==> config.mk <==
export PLATFORM = sky130hd
export DESIGN_NAME = single_argmax_stream
export DESIGN_NICKNAME = d
export VERILOG_FILES = /design/src/rtl/single_argmax_stream.sv
export SDC_FILE = /design/constraint.sdc
export NUM_CORES = 1
export LEC_CHECK = 0
export ABC_AREA = 1
export BUFFER_PORTS_ARGS = -buffer_cell sky130_fd_sc_hd__buf_2
export CORE_UTILIZATION = 36
export CTS_BUF_LIST = sky130_fd_sc_hd__clkbuf_8
export CTS_CLUSTER_SIZE = 24
export DETAILED_ROUTE_END_ITERATION = 10
export RECOVER_POWER = 50
export SYNTH_ARGS = -nofsm -noshare
export SYNTH_HDL_FRONTEND = slang
export SYNTH_SLANG_ARGS = --single-unit
export TNS_END_PERCENT = 1
==> constraint.sdc <==
create_clock -name clk -period 2.6 [get_ports clk]
set_clock_uncertainty 0.1 [all_clocks]
set_input_delay 0.52 -clock clk [delete_from_list [all_inputs] [get_ports clk]]
set_output_delay 0.52 -clock clk [all_outputs]
set_load 0.02 [all_outputs]
==> src/rtl/single_argmax_stream.sv <==
// Streaming argmax over IEEE-754 single-precision beats. It reports the first-occurrence index of the largest value.
// The result is held on a valid/ready output until downstream takes it.
module single_argmax_stream #(
  parameter int N_MAX = 1024,
  parameter int IDX_W = $clog2(N_MAX)
) (
  input  logic              clk,
  input  logic              rstn,
  input  logic              in_valid,
  output logic              in_ready,
  input  logic [31:0]       in_data,
  input  logic              in_last,
  output logic              out_valid,
  input  logic              out_ready,
  output logic [31:0]       out_max,
  output logic [IDX_W-1:0]  out_idx,
  output logic [IDX_W:0]    out_count,
  output logic              out_overflow
);

  typedef enum logic {ACCUM, HOLD} state_e;

  localparam logic [IDX_W:0] CountMax = (IDX_W+1)'(N_MAX);

  state_e             state_q, state_d;
  logic [31:0]        best_q, best_d;
  logic [IDX_W-1:0]   bestIdx_q, bestIdx_d;
  logic [IDX_W:0]     count_q, count_d;
  logic               seenFirst_q, seenFirst_d;
  logic               ovf_q, ovf_d;
  logic [31:0]        outMax_q, outMax_d;
  logic [IDX_W-1:0]   outIdx_q, outIdx_d;
  logic [IDX_W:0]     outCount_q, outCount_d;
  logic               outOvf_q, outOvf_d;
  logic               accept;

  // Strict "a > b" on raw float bits; NaN and Inf are ordered purely by their encoding.
  function automatic logic fpGreater(input logic [31:0] a, input logic [31:0] b);
    logic result;
    if (a[31] != b[31]) begin
      result = ~a[31];
    end else if (!a[31]) begin
      result = (a[30:0] > b[30:0]);
    end else begin
      result = (a[30:0] < b[30:0]);
    end
    return result;
  endfunction

  assign accept = in_valid & in_ready;

  always_ff @(posedge clk) begin
    if (!rstn) begin
      state_q <= ACCUM;
    end else begin
      state_q <= state_d;
    end
  end

  always_comb begin
    state_d = state_q;
    case (state_q)
      ACCUM:   if (accept && in_last) state_d = HOLD;
      HOLD:    if (out_ready) state_d = ACCUM;
      default: state_d = ACCUM;
    endcase
  end

  always_comb begin
    in_ready  = (state_q == ACCUM);
    out_valid = (state_q == HOLD);
  end

  // Beats past N_MAX are still consumed so the vector drains, but they only mark overflow.
  always_comb begin
    best_d      = best_q;
    bestIdx_d   = bestIdx_q;
    count_d     = count_q;
    seenFirst_d = seenFirst_q;
    ovf_d       = ovf_q;
    outMax_d    = outMax_q;
    outIdx_d    = outIdx_q;
    outCount_d  = outCount_q;
    outOvf_d    = outOvf_q;
    if (accept) begin
      if (count_q < CountMax) begin
        if (!seenFirst_q || fpGreater(in_data, best_q)) begin
          best_d    = in_data;
          bestIdx_d = count_q[IDX_W-1:0];
        end
        count_d     = count_q + 1'b1;
        seenFirst_d = 1'b1;
      end else begin
        ovf_d = 1'b1;
      end
      if (in_last) begin
        outMax_d    = best_d;
        outIdx_d    = bestIdx_d;
        outCount_d  = count_d;
        outOvf_d    = ovf_d;
        count_d     = '0;
        seenFirst_d = 1'b0;
        ovf_d       = 1'b0;
      end
    end
  end

  always_ff @(posedge clk) begin
    if (!rstn) begin
      best_q      <= '0;
      bestIdx_q   <= '0;
      count_q     <= '0;
      seenFirst_q <= 1'b0;
      ovf_q       <= 1'b0;
      outMax_q    <= '0;
      outIdx_q    <= '0;
      outCount_q  <= '0;
      outOvf_q    <= 1'b0;
    end else begin
      best_q      <= best_d;
      bestIdx_q   <= bestIdx_d;
      count_q     <= count_d;
      seenFirst_q <= seenFirst_d;
      ovf_q       <= ovf_d;
      outMax_q    <= outMax_d;
      outIdx_q    <= outIdx_d;
      outCount_q  <= outCount_d;
      outOvf_q    <= outOvf_d;
    end
  end

  assign out_max      = outMax_q;
  assign out_idx      = outIdx_q;
  assign out_count    = outCount_q;
  assign out_overflow = outOvf_q;

endmodule

; Word level (Yosys, flattened, before mapping)
; Index checks and enable logic that the tools add are counted.
; W data, S select, Z words.
[op_classes]
addsub = 1
magnitude_cmp = 3
eq_ne = 1
n_mux = 17
bitwise = 3
reduce_logical = 6
[ops]
columns = operator, n
row1 = $mux W32, 2
row2 = $gt A31 B31 Y1, 1
row3 = $lt A31 B31 Y1, 1
row4 = $mux W11, 2
row5 = $mux W10, 2
row6 = $add A11 B1 Y11 const B, 1
row7 = $lt A11 B11 Y1 const B, 1
row8 = $mux W1, 10
row9 = $reduce_and A2 Y1, 2
row10 = $not A1 Y1, 2
row11 = $pmux W1 S2, 1
row12 = $reduce_bool A2 Y1, 1
row13 = $and A1 B1 Y1, 1
row14 = $logic_and A1 B1 Y1, 1
row15 = $logic_not A1 Y1, 1
row16 = $logic_or A1 B1 Y1, 1
row17 = $ne A1 B1 Y1, 1
[word_totals]
register_bits = 110
input_bits = 37
output_inout_bits = 56
elab_cells = 41

; Logic depth before layout (Yosys ltp)
; Gate-level depths: netlist of run 1.
[depth]
depth_word = 8
mapped_depth = 21

; Worst setup path after synthesis of run 1
; Ideal clock, no wire load.
[synth_path]
path_kind = input to register
from = input port in_data[30]
to = register best_q[10]
setup_ns = 0.109
arrival_time_ns = 1.985
t_required_ns = 2.391
slack_ns = 0.405
stages = 17
cell_sequence = ha_1 > nand2_1 > nor2_2 > nand4_2 > nor3_2 > nand2_1 > nand2_1 > nand2_1 > nand2_1 > nand2_2 > nand2_4 > nand2_4 > buf_6 > nand2_2 > nand3_1 > nand2_1 > inv_1
[synth_via]
elab_chain_cells = 8
elab_cells_between_ends = 9
classes_between = order compare (2) / mux (6) / reduce/logical (1)
[synth_lines]
columns = item, line_no
row1 = start: declaration, 11  ; input logic [31:0] in_data,
row2 = $gt A31 B31 Y1 / $lt A31 B31 Y1 (equally long branches), "43, 45"
row3 = $mux W1 *, 42  ; end else if (!a[31]) begin
row4 = $mux W1 *, 40  ; if (a[31] != b[31]) begin
row5 = $mux W1 *, 86  ; if (count_q < CountMax) begin
row6 = $mux W1 *, 85  ; if (accept) begin
row7 = $logic_or A1 B1 Y1 *, 87  ; if (!seenFirst_q || fpGreater(in_data, best_q)) begin
row8 = $mux W32 *, 87
row9 = $mux W32 *, 86
row10 = end signal: assignment, 120  ; best_q <= best_d;
row11 = end: declaration, 26  ; logic [31:0] best_q, best_d;
; Mark *: on every way between the ends. The rest lies on a longest branch, timed or not. The select of a mux whose other input is x is not followed.
; A chain may end at the register's enable or synchronous reset.

; Worst setup path in the final report of run 1
[layout_path]
from = register best_q[5]
to = register best_q[13]
[layout_via]
elab_chain_cells = 8
elab_cells_between_ends = 9
classes_between = order compare (2) / mux (6) / reduce/logical (1)
[layout_lines]
columns = item, line_no
row1 = $gt A31 B31 Y1 / $lt A31 B31 Y1 (equally long branches), "43, 45"
row2 = $mux W1 *, 42
row3 = $mux W1 *, 40
row4 = $mux W1 *, 86
row5 = $mux W1 *, 85
row6 = $logic_or A1 B1 Y1 *, 87
row7 = $mux W32 *, 87
row8 = $mux W32 *, 86
; Marks and branches as above.

==> results of run 1 <==
[cell type report]
cell class / count / area (sq um) / share of cell area (%)
repair buffers: 114 / 646 / 9.62
flip-flops and latches: 110 / 2210 / 32.9
multi-input cells: 586 / 2960 / 44.1
inverters: 113 / 424 / 6.32
well taps: 211 / 264 / 3.93
clock inverters: 5 / 57.6 / 0.857
clock buffers: 11 / 151 / 2.25
[registers in the layout, indices dropped and copies added, names as in the netlist]
register and cells:
out_count 11, ovf_q 1, bestIdx_q 10, out_idx 10, out_max 32, best_q 32, seenFirst_q 1, count_q 11
out_valid 1, out_overflow 1
[placed cells by master (no fill, tap or decap), types with 2 or more instances in the layout]
master	synthesis	layout
nand2_2	41	42
nand3_1	92	91
dfxtp_2	0	8
a21oi_1	52	51
xnor2_1	2	2
clkbuf_16	0	2
ha_1	32	31
o21ai_0	12	12
nand2_1	293	292
buf_12	0	5
a21o_1	2	2
nand4_1	4	4
clkbuf_1	20	56
nor2_1	32	31
buf_2	5	36
nor2_2	3	3
clkbuf_2	0	3
o31ai_1	2	2
xor2_1	6	6
dfxtp_1	110	102
inv_1	109	112
buf_4	4	12
clkbuf_8	0	11
a22o_1	5	5
clkinvlp_4	0	2
[synth_stat cells]
master and count:
dfxtp_1 110, nand2_4 2, buf_1 5, a21o_1 2, nand3_1 92, buf_6 4, nand2_2 41, clkbuf_1 20
a22o_1 5, nand4_2 1, nand4_1 4, buf_4 4, a22oi_1 1, nor3_2 1, a211oi_1 1, a21oi_1 52
buf_2 5, o31ai_1 2, inv_2 4, nand2_1 293, o21ai_0 12, o21a_1 1, xor2_1 6, xnor2_1 2
ha_1 32, nor2_1 32, nor2_2 3, nor4_2 1, inv_1 109
[per-stage QoR]
| stage | power, mW | setup WS, ns | std cells | hold slack, ns | instance area, sq um |
|---|---|---|---|---|---|
| 2_1_floorplan | 2.37 | 0.405 | 847 | 0.335 | 5750 |
| 3_3_place_gp | 2.58 | -0.126 | 1130 | 0.332 | 6480 |
| 3_5_place_dp | 2.59 | -0.151 | 1130 | 0.335 | 6480 |
| 4_1_cts | 3.72 | 0.0668 | 1146 | 0.170 | 6690 |
| 5_1_grt | 3.91 | -0.00363 | 1150 | 0.183 | 6710 |
| 6_report | 3.69 | 0.240 | 1150 | 0.193 | 6710 |
[report_power, final]
group	switching [mW]	internal [mW]
registers	0.0541	1.78
clock network	0.620	0.499
logic	0.466	0.274
[per-layer routing]
layer  wire length (microns)  vias to the layer above  GRT usage [%]
met4                     153                        0           4.84
met5                       0                        -              0
met2                    6770                      101           31.1
li1                        -                     2805              -
met3                     687                       13           4.49
met1                    7170                     2345           23.7
[repair_timing]
item                       4_1_cts  5_1_grt
setup endpoints to repair        0       82
buffers inserted                 0        2
gates resized for setup          0       15
hold buffers                     0        0
[worst paths after layout]
kind,from,end,slack [ns],cells after the start
worst max-delay path,best_q[5],best_q[13],0.24,20
worst min-delay path,out_ready,out_valid,0.19,2
worst max register to register,best_q[5],best_q[13],0.24,20
worst min register to register,out_max[16],out_max[16],0.35,2
[critical path: stages (launching register included)]
cell,delay [ns]
dfxtp_1,0.36
inv_1,0.07
ha_1,0.28
nand2_2,0.07
nor2_4,0.14
nand2_1,0.07
nand2_1,0.07
nand2_1,0.05
nand2_1,0.08
nand2_1,0.05
nand2_1,0.07
nand2_1,0.05
nand2_1,0.06
nand2_2,0.06
nand2_4,0.11
nand2_8,0.10
clkbuf_16,0.21
nand2_2,0.06
nand3_1,0.07
nand2_1,0.09
inv_1,0.04
[kinds of logic after synthesis]
kind of cell	Yosys count	synth area share, %
xor+xnor	8	1.22
simple gates	470	35.5
compound gates	76	7.25
flops	110	38.3
buf+inv	151	10.8
fa+ha+maj	32	6.97
==> reports/results.tsv, run 1 <==
stage	metric	value	unit
run_status	outcome	finished clean	
timing	Slew Viols, Final	0	
clock_network	Clock Pin Slew Worst Setup and Hold Paths	0.10	ns
power	largest vdd supply drop	294	uV
clock_network	CTS buffer count	9	
drt	final routed DRC violation total	0	
setup_path	critical path type	flop to flop	
floorplan	row cnt	45	
grt	first-pass GRT wire length	23.9	mm
final_layout	n_diodes	0	
clock_network	clock latency at the later pin of the worst-skew pair	0.40	ns
hold_path	HP Class	input pin to flop	
flow_run	max_cap viols	0	
synthesis	Synth warnings	0	
placed_design	dpl hpwl	9.97	mm
synthesis	Synth cell types	29	
synthesis	post-synthesis sequential area ratio	38.3	%
grt	number of antenna violations at the first check in global routing	0	
synthesis	leading area contributor after synthesis	dfxtp_1	
drt	mean routed wirelength per cell	12.9	microns
power	pwr/cell area	549	nW/um^2
drt	via-per-instance ratio	4.58	
drt	Detail Route Antenna Nets	0	
timing	worst slew pin tran	1.06	ns
setup_path	Critical Path Start Type	flop	
drt	drt total wl	14.8	mm
synthesis	Mapped Cells	847	
timing	Min Clock Period, post-route	2.36	ns
grt	global-route usage over all layers	18.5	%
final_layout	Fillers	1652	
final_layout	fin nets	1003	
synthesis	post-synth top area share	38.3	%
final_layout	final core utilization	43.7	%
timing	final setup fails	0	
timing	final setup TNS	0	ns
drt	iteration count of the initial detailed-routing pass	4	
grt	vias in the first global route	4879	
timing	Max Clock Freq	424	MHz
drt	via count	5264	
final_layout	layout cells sized above 1	14.4	%
timing	Slew Limit Headroom	29.0	%
synthesis	Synth Register Bits	110	
setup_path	Critical Path End Type	flop	
power	Lkg Pwr	3.46	nW
synthesis	top post-synthesis cells by area	dfxtp_1 38%, nand2_1 19%, nand3_1 8.0%	
floorplan	area of the die	16500	sq um
synthesis	Syn Nets	916	
final_layout	Synth-to-Final Area Change	16.9	%
setup_path	Crit path required time	2.80	ns
grt	largest net degree at the start of global routing	53	
floorplan	die height	128	microns
placed_design	placer congestion estimate	0.764	
clock_network	clk sink count	110	
setup_path	critical-path maximum fanout	8	
synthesis	Post-Syn Area	5750	sq um
placed_design	PortBufs	92	
floorplan	Core Footprint	15400	sq um
clock_network	CTS root buf	clkbuf_8	
grt	total grt overflow	0	
clock_network	CTS Buffer Depth	2	
floorplan	I/O pin total	93	
synthesis	synthesized area per cell	6.78	sq um
timing	Final Hold Viols	0	
drt	DRT iter0 DRCs	354	
timing	fin crit share	90.8	%
floorplan	Die W	128	microns
clock_network	H-tree Lvls	3	
setup_path	Arr. time, crit path	2.56	ns
clock_network	CTS tree	built	
floorplan	Initial Util	37.4	%
(Power assumes the default switching activity.)
==> inputs of run 2 (changes only) <==
--- a/config.mk
+++ b/config.mk
@@ -13,2 +13,3 @@
 export DETAILED_ROUTE_END_ITERATION = 10
+export MAX_ROUTING_LAYER = met4
 export RECOVER_POWER = 50
==> constraint.sdc (replaced) <==
create_clock -name clk -period 2.6 [get_ports clk]
set_clock_uncertainty 0.1 [all_clocks]
set_input_delay 0.13 -clock clk [delete_from_list [all_inputs] [get_ports clk]]
set_output_delay 0.13 -clock clk [all_outputs]
set_load 0.02 [all_outputs]
==> run 2 against run 1 <==
- sequential power hardly changed
- first-iteration DRC count is 14% lower
- clock power is 6% lower
- highest routed layer unchanged
- critical path type unchanged
- hold slack worse by 0.18 ns
- non-clock buffer count is 2 higher
==> reports/results.tsv, run 2 (synthesis gave the netlist of run 1 again) <==
stage	metric	value	unit
final_layout	Synth-to-Final Area Change	15.9	%
drt	via count	5282	
timing	final setup TNS	0	ns
clock_network	CTS Buffer Depth	2	
drt	Detail Route Antenna Nets	0	
clock_network	setup bufs post-CTS	0	
drt	DRT iter0 DRCs	305	
timing	Slew Limit Headroom	49.1	%
timing	Final Hold Viols	0	
timing	Hold WS	0.0141	ns
clock_network	CTS root buf	clkbuf_8	
setup_path	critical path type	flop to flop	
floorplan	Initial Util	37.4	%
timing	RSZ-0062 raised after global routing	false	
setup_path	critical-path maximum fanout	16	
drt	iteration count of the initial detailed-routing pass	4	
final_layout	layout cells sized above 1	12.0	%
setup_path	Crit path required time	2.80	ns
grt	vias in the first global route	4826	
timing	final setup fails	0	
clock_network	clock latency at the later pin of the worst-skew pair	0.40	ns
final_layout	fin nets	1005	
timing	Max Clock Freq	428	MHz
grt	global-route usage over all layers	18.8	%
drt	via-per-instance ratio	4.59	
drt	drt total wl	14.6	mm
power	largest vdd supply drop	264	uV
final_layout	n_diodes	0	
setup_path	Critical Path Start Type	flop	
final_layout	commonest non-fill, non-tap cell in the layout	nand2_1	
grt	first-pass GRT wire length	23.6	mm
floorplan	Core Footprint	15400	sq um
timing	Min Clock Period, post-route	2.34	ns
setup_path	Worst Setup SP	best_q[6]	
grt	total grt overflow	0	
placed_design	dpl hpwl	9.69	mm
power	Lkg Pwr	3.44	nW
setup_path	Critical Path End Type	flop	
run_status	outcome	finished clean	
floorplan	Die W	128	microns
setup_path	RR Startpoint	best_q[6]	
clock_network	Clock Pin Slew Worst Setup and Hold Paths	0.11	ns
timing	worst slew pin tran	0.761	ns
power	pwr/cell area	539	nW/um^2
grt	largest net degree at the start of global routing	54	
setup_path	Arr. time, crit path	2.54	ns
placed_design	placer congestion estimate	0.799	
clock_network	H-tree Lvls	3	
floorplan	row cnt	45	
drt	final routed DRC violation total	0	
grt	number of antenna violations at the first check in global routing	0	
drt	mean routed wirelength per cell	12.7	microns
timing	fin crit share	89.9	%
hold_path	worst hold start	in_data[14]	
hold_path	HP Class	input pin to flop	
clock_network	clk sink count	110	
final_layout	final core utilization	43.3	%
flow_run	max_cap viols	0	
floorplan	I/O pin total	93	
timing	Slew Viols, Final	0	
clock_network	CTS buffer count	9	
final_layout	commonest non-fill, non-tap cells in the layout	293 x nand2_1, 112 x inv_1, 110 x dfxtp_1, 92 x nand3_1, 56 x clkbuf_1	
floorplan	area of the die	16500	sq um
floorplan	die height	128	microns
clock_network	CTS tree	built	
placed_design	PortBufs	92	
[run 2: cell count changes in the layout (fill, tap and decap cells not counted), sizes merged]
cell         delta
clkinv          +3
dlygate4sd3    +13
clkbuf          -7
buf             -6
clkinvlp        -1
[run 2: final timing paths]
kind	endpoint	slack (ns)	cells after the start
worst min register to register	out_max[28]	0.35	2
worst max register to register	bestIdx_q[9]	0.26	20
worst min-delay path	out_max[14]	0.01	5
worst max-delay path	bestIdx_q[9]	0.26	20
[run 2: final cells by class]
| class | instances | area [sq um] |
|---|---|---|
| clock buffers | 9 | 124 |
| clock inverters | 7 | 65.1 |
| fillers | 1664 | 8710 |
| inverters | 113 | 424 |
| multi-input cells | 586 | 2930 |
| flip-flops and latches | 110 | 2200 |
| well taps | 211 | 264 |
| repair buffers | 116 | 652 |
[run 2: timing repair]
item,in CTS,in global routing
endpoints found under the hold margin,17,0
setup endpoints to repair,0,80
resized for setup,0,4
hold buffers,13,0
[run 2: per-layer routing]
layer / track usage (%) / wire length (microns)
met2: 30.8 / 6530
met5: - / 0
met3: 4.16 / 659
met4: 5.05 / 174
met1: 23.3 / 7240
[run 2: critical path, stage by stage, from the launching register on]
cell,delay [ns]
dfxtp_1,0.37
inv_1,0.06
ha_1,0.28
nand2_1,0.08
nor2_2,0.18
nand2_1,0.08
nand2_1,0.07
nand2_1,0.05
nand2_1,0.06
nand2_1,0.04
nand2_1,0.07
nand2_1,0.05
nand2_1,0.06
nand2_2,0.06
nand2_4,0.09
nand2_4,0.07
buf_6,0.20
nand2_1,0.09
nand3_1,0.06
nand2_1,0.09
inv_1,0.04
[run 2: stage by stage]
step / area [sq um] / worst slack, ns / power [mW] / std cells
detailed placement: 6400 / 0.161 / 2.56 / 1123
CTS: 6720 / 0.128 / 3.64 / 1152
global placement: 6400 / 0.168 / 2.56 / 1123
global route: 6660 / 0.00153 / 3.80 / 1152
finish: 6660 / 0.263 / 3.59 / 1152
floorplan: 5750 / 0.550 / 2.37 / 847
[run 2: power breakdown]
part / leakage [nW] / internal (mW) / total (mW) / switching (mW)
Combinational: 2.44 / 0.254 / 0.709 / 0.454
Sequential: 0.900 / 1.77 / 1.83 / 0.0545
Clock: 0.101 / 0.441 / 1.05 / 0.610
==> inputs of run 3 (changes only) <==
BUFFER_PORTS_ARGS = default   (was -buffer_cell sky130_fd_sc_hd__buf_2)
CAP_MARGIN = 10   (was default)
CORE_UTILIZATION = 35   (was 36)
DONT_BUFFER_PORTS = 1   (was default)
==> run 3 against run 2 <==
- hold slack improved by 0.034 ns
- via count decreased by 2.7%
- largest power group unchanged
- sequential share of layout area increased by 0.20 points
- critical path depth decreased by 11
- die area increased by 2.8%
- count of clock-buffer cells in the layout unchanged
- register-to-register slack got worse by 0.07 ns
- first-iteration DRC count increased by 7.9%
- global-route usage increased by 0.71 points
- sequential cell count unchanged
- final cell count decreased by 4.7%
- sequential power increased by 2%
- highest routed layer unchanged
==> reports/results.tsv, run 3 (synthesis gave the netlist of run 1 again) <==
stage	metric	value	unit
placed_design	PortBufs	0	
setup_path	reg2reg end	out_max[26]	
drt	iteration count of the initial detailed-routing pass	4	
final_layout	final instance area	6640	sq um
timing	Min Clock Period, post-route	2.40	ns
clock_network	CTS root buf	clkbuf_8	
final_layout	commonest non-fill, non-tap cells in the layout	293 x nand2_1, 110 x inv_1, 104 x dfxtp_1, 92 x nand3_1, 52 x a21oi_1	
setup_path	r2r setup slk	0.20	ns
timing	final setup TNS	0	ns
placed_design	Post-DP Area	5980	sq um
power	Final Power	3.56	mW
final_layout	Synth-to-Final Area Change	15.6	%
floorplan	Die W	130	microns
final_layout	final core utilization	41.7	%
floorplan	row cnt	46	
clock_network	Clock Pin Slew Worst Setup and Hold Paths	0.12	ns
floorplan	Core Footprint	15900	sq um
setup_path	critical-path maximum fanout	25	
hold_path	hold endpoint	out_max[31]	
setup_path	max incr delay on CP	0.47	ns
setup_path	Crit path required time	2.84	ns
drt	via-per-instance ratio	4.68	
setup_path	worst reg-to-reg path cell count	9	
grt	largest net degree at the start of global routing	53	
hold_path	worst hold start	in_data[31]	
clock_network	CTS Buffer Depth	2	
run_status	outcome	finished clean	
setup_path	CP dominant cell by count	nand2_1	
final_layout	n_diodes	0	
setup_path	slowest cell on the critical path	dfxtp_1	
timing	Max Clock Freq	416	MHz
drt	drt total wl	15.4	mm
final_layout	Fillers	1689	
placed_design	dpl hpwl	10.0	mm
setup_path	critical path cell sequence	inv_1, nand2_1, clkinv_1, nand2_1, nand2_1, inv_1, buf_4, nand2_1, nand2_1	
floorplan	Initial Util	36.0	%
drt	DRT iter0 DRCs	329	
drt	mean routed wirelength per cell	14.0	microns
setup_path	critical path type	flop to flop	
grt	number of antenna violations at the first check in global routing	0	
floorplan	area of the die	16900	sq um
setup_path	Arr. time, crit path	2.64	ns
timing	worst setup margin	0.197	ns
clock_network	H-tree Lvls	3	
final_layout	commonest non-fill, non-tap cell in the layout	nand2_1	
timing	final setup fails	0	
floorplan	die height	130	microns
clock_network	clock latency at the later pin of the worst-skew pair	0.40	ns
floorplan	I/O pin total	93	
grt	vias in the first global route	4926	
power	largest vdd supply drop	268	uV
placed_design	dpl cells	1040	
timing	Final Hold Viols	0	
drt	Detail Route Antenna Nets	0	
drt	final routed DRC violation total	0	
flow_run	max_cap viols	0	
power	Lkg Pwr	3.39	nW
final_layout	layout cells sized above 1	11.0	%
setup_path	Critical Path End Type	flop	
clock_network	clk sink count	110	
final_layout	Final Non-Filler Cells	1098	
final_layout	fin nets	946	
placed_design	placer congestion estimate	0.765	
grt	first-pass GRT wire length	24.8	mm
timing	Hold WS	0.0486	ns
setup_path	Critical Path Start Type	flop	
drt	via count	5142	
timing	fin crit share	92.4	%
placed_design	pre-CTS WS	0.147	ns
timing	worst slew pin tran	0.771	ns
clock_network	CTS buffer count	9	
setup_path	RR Startpoint	out_valid	
timing	Slew Viols, Final	0	
grt	total grt overflow	0	
timing	Slew Limit Headroom	48.4	%
hold_path	HP Class	input pin to flop	
hold_path	hold path depth	3	
grt	global-route usage over all layers	19.5	%
power	pwr/cell area	536	nW/um^2
clock_network	CTS tree	built	
## run 3: cell types whose count changed in the layout (fill, tap and decap cells not counted), sizes merged, moves of 3 or more
cell | previous run | this run
clkinv | 4 | 7
clkbuf | 65 | 15
buf | 47 | 16
dlygate4sd3 | 13 | 35
## run 3: power by group
part / leakage (nW) / switching (mW) / internal [mW]
Combinational: 2.39 / 0.406 / 0.272
Sequential: 0.902 / 0.0978 / 1.78
Clock: 0.0963 / 0.649 / 0.362
## run 3: area by class of cell
cell class,count,area [sq um],area share (%)
well taps,216,270,4.07
multi-input cells,586,2940,44.3
repair buffers,57,609,9.17
inverters,113,424,6.39
clock buffers,9,124,1.86
clock inverters,7,61.3,0.923
flip-flops and latches,110,2210,33.3
## run 3: what timing repair did
action                     4_1_cts  5_1_grt
setup endpoints to repair        0       81
setup buffers                    0        3
gates resized for setup          0        9
hold endpoints to repair        74        0
hold buffers                    35        0
## run 3: routing by layer
| metal | wire (microns) | vias to the layer above | track usage [%] |
|---|---|---|---|
| met1 | 7050 | 2312 | 23.3 |
| met5 | 0 | - | - |
| met3 | 1070 | 13 | 5.82 |
| li1 | - | 2696 | - |
| met2 | 7120 | 121 | 32.2 |
| met4 | 172 | 0 | 4.65 |
## run 3: worst max-delay path by stage
stage,from,endpoint,cells past startpoint
3_3_place_gp,best_q[6],best_q[18],20
4_1_cts,best_q[6],best_q[14],20
5_1_grt,best_q[30],out_max[8],18
3_5_place_dp,best_q[6],best_q[14],20
6_report,out_valid,out_max[26],9
2_1_floorplan,best_q[30],best_q[10],18
## run 3: worst max-delay path, delay by kind of cell (launching register included)
family | cells | cell delay, ns
buffers and inverters | 4 | 1.10
and+or+nand+nor | 5 | 0.65
DFF | 1 | 0.47
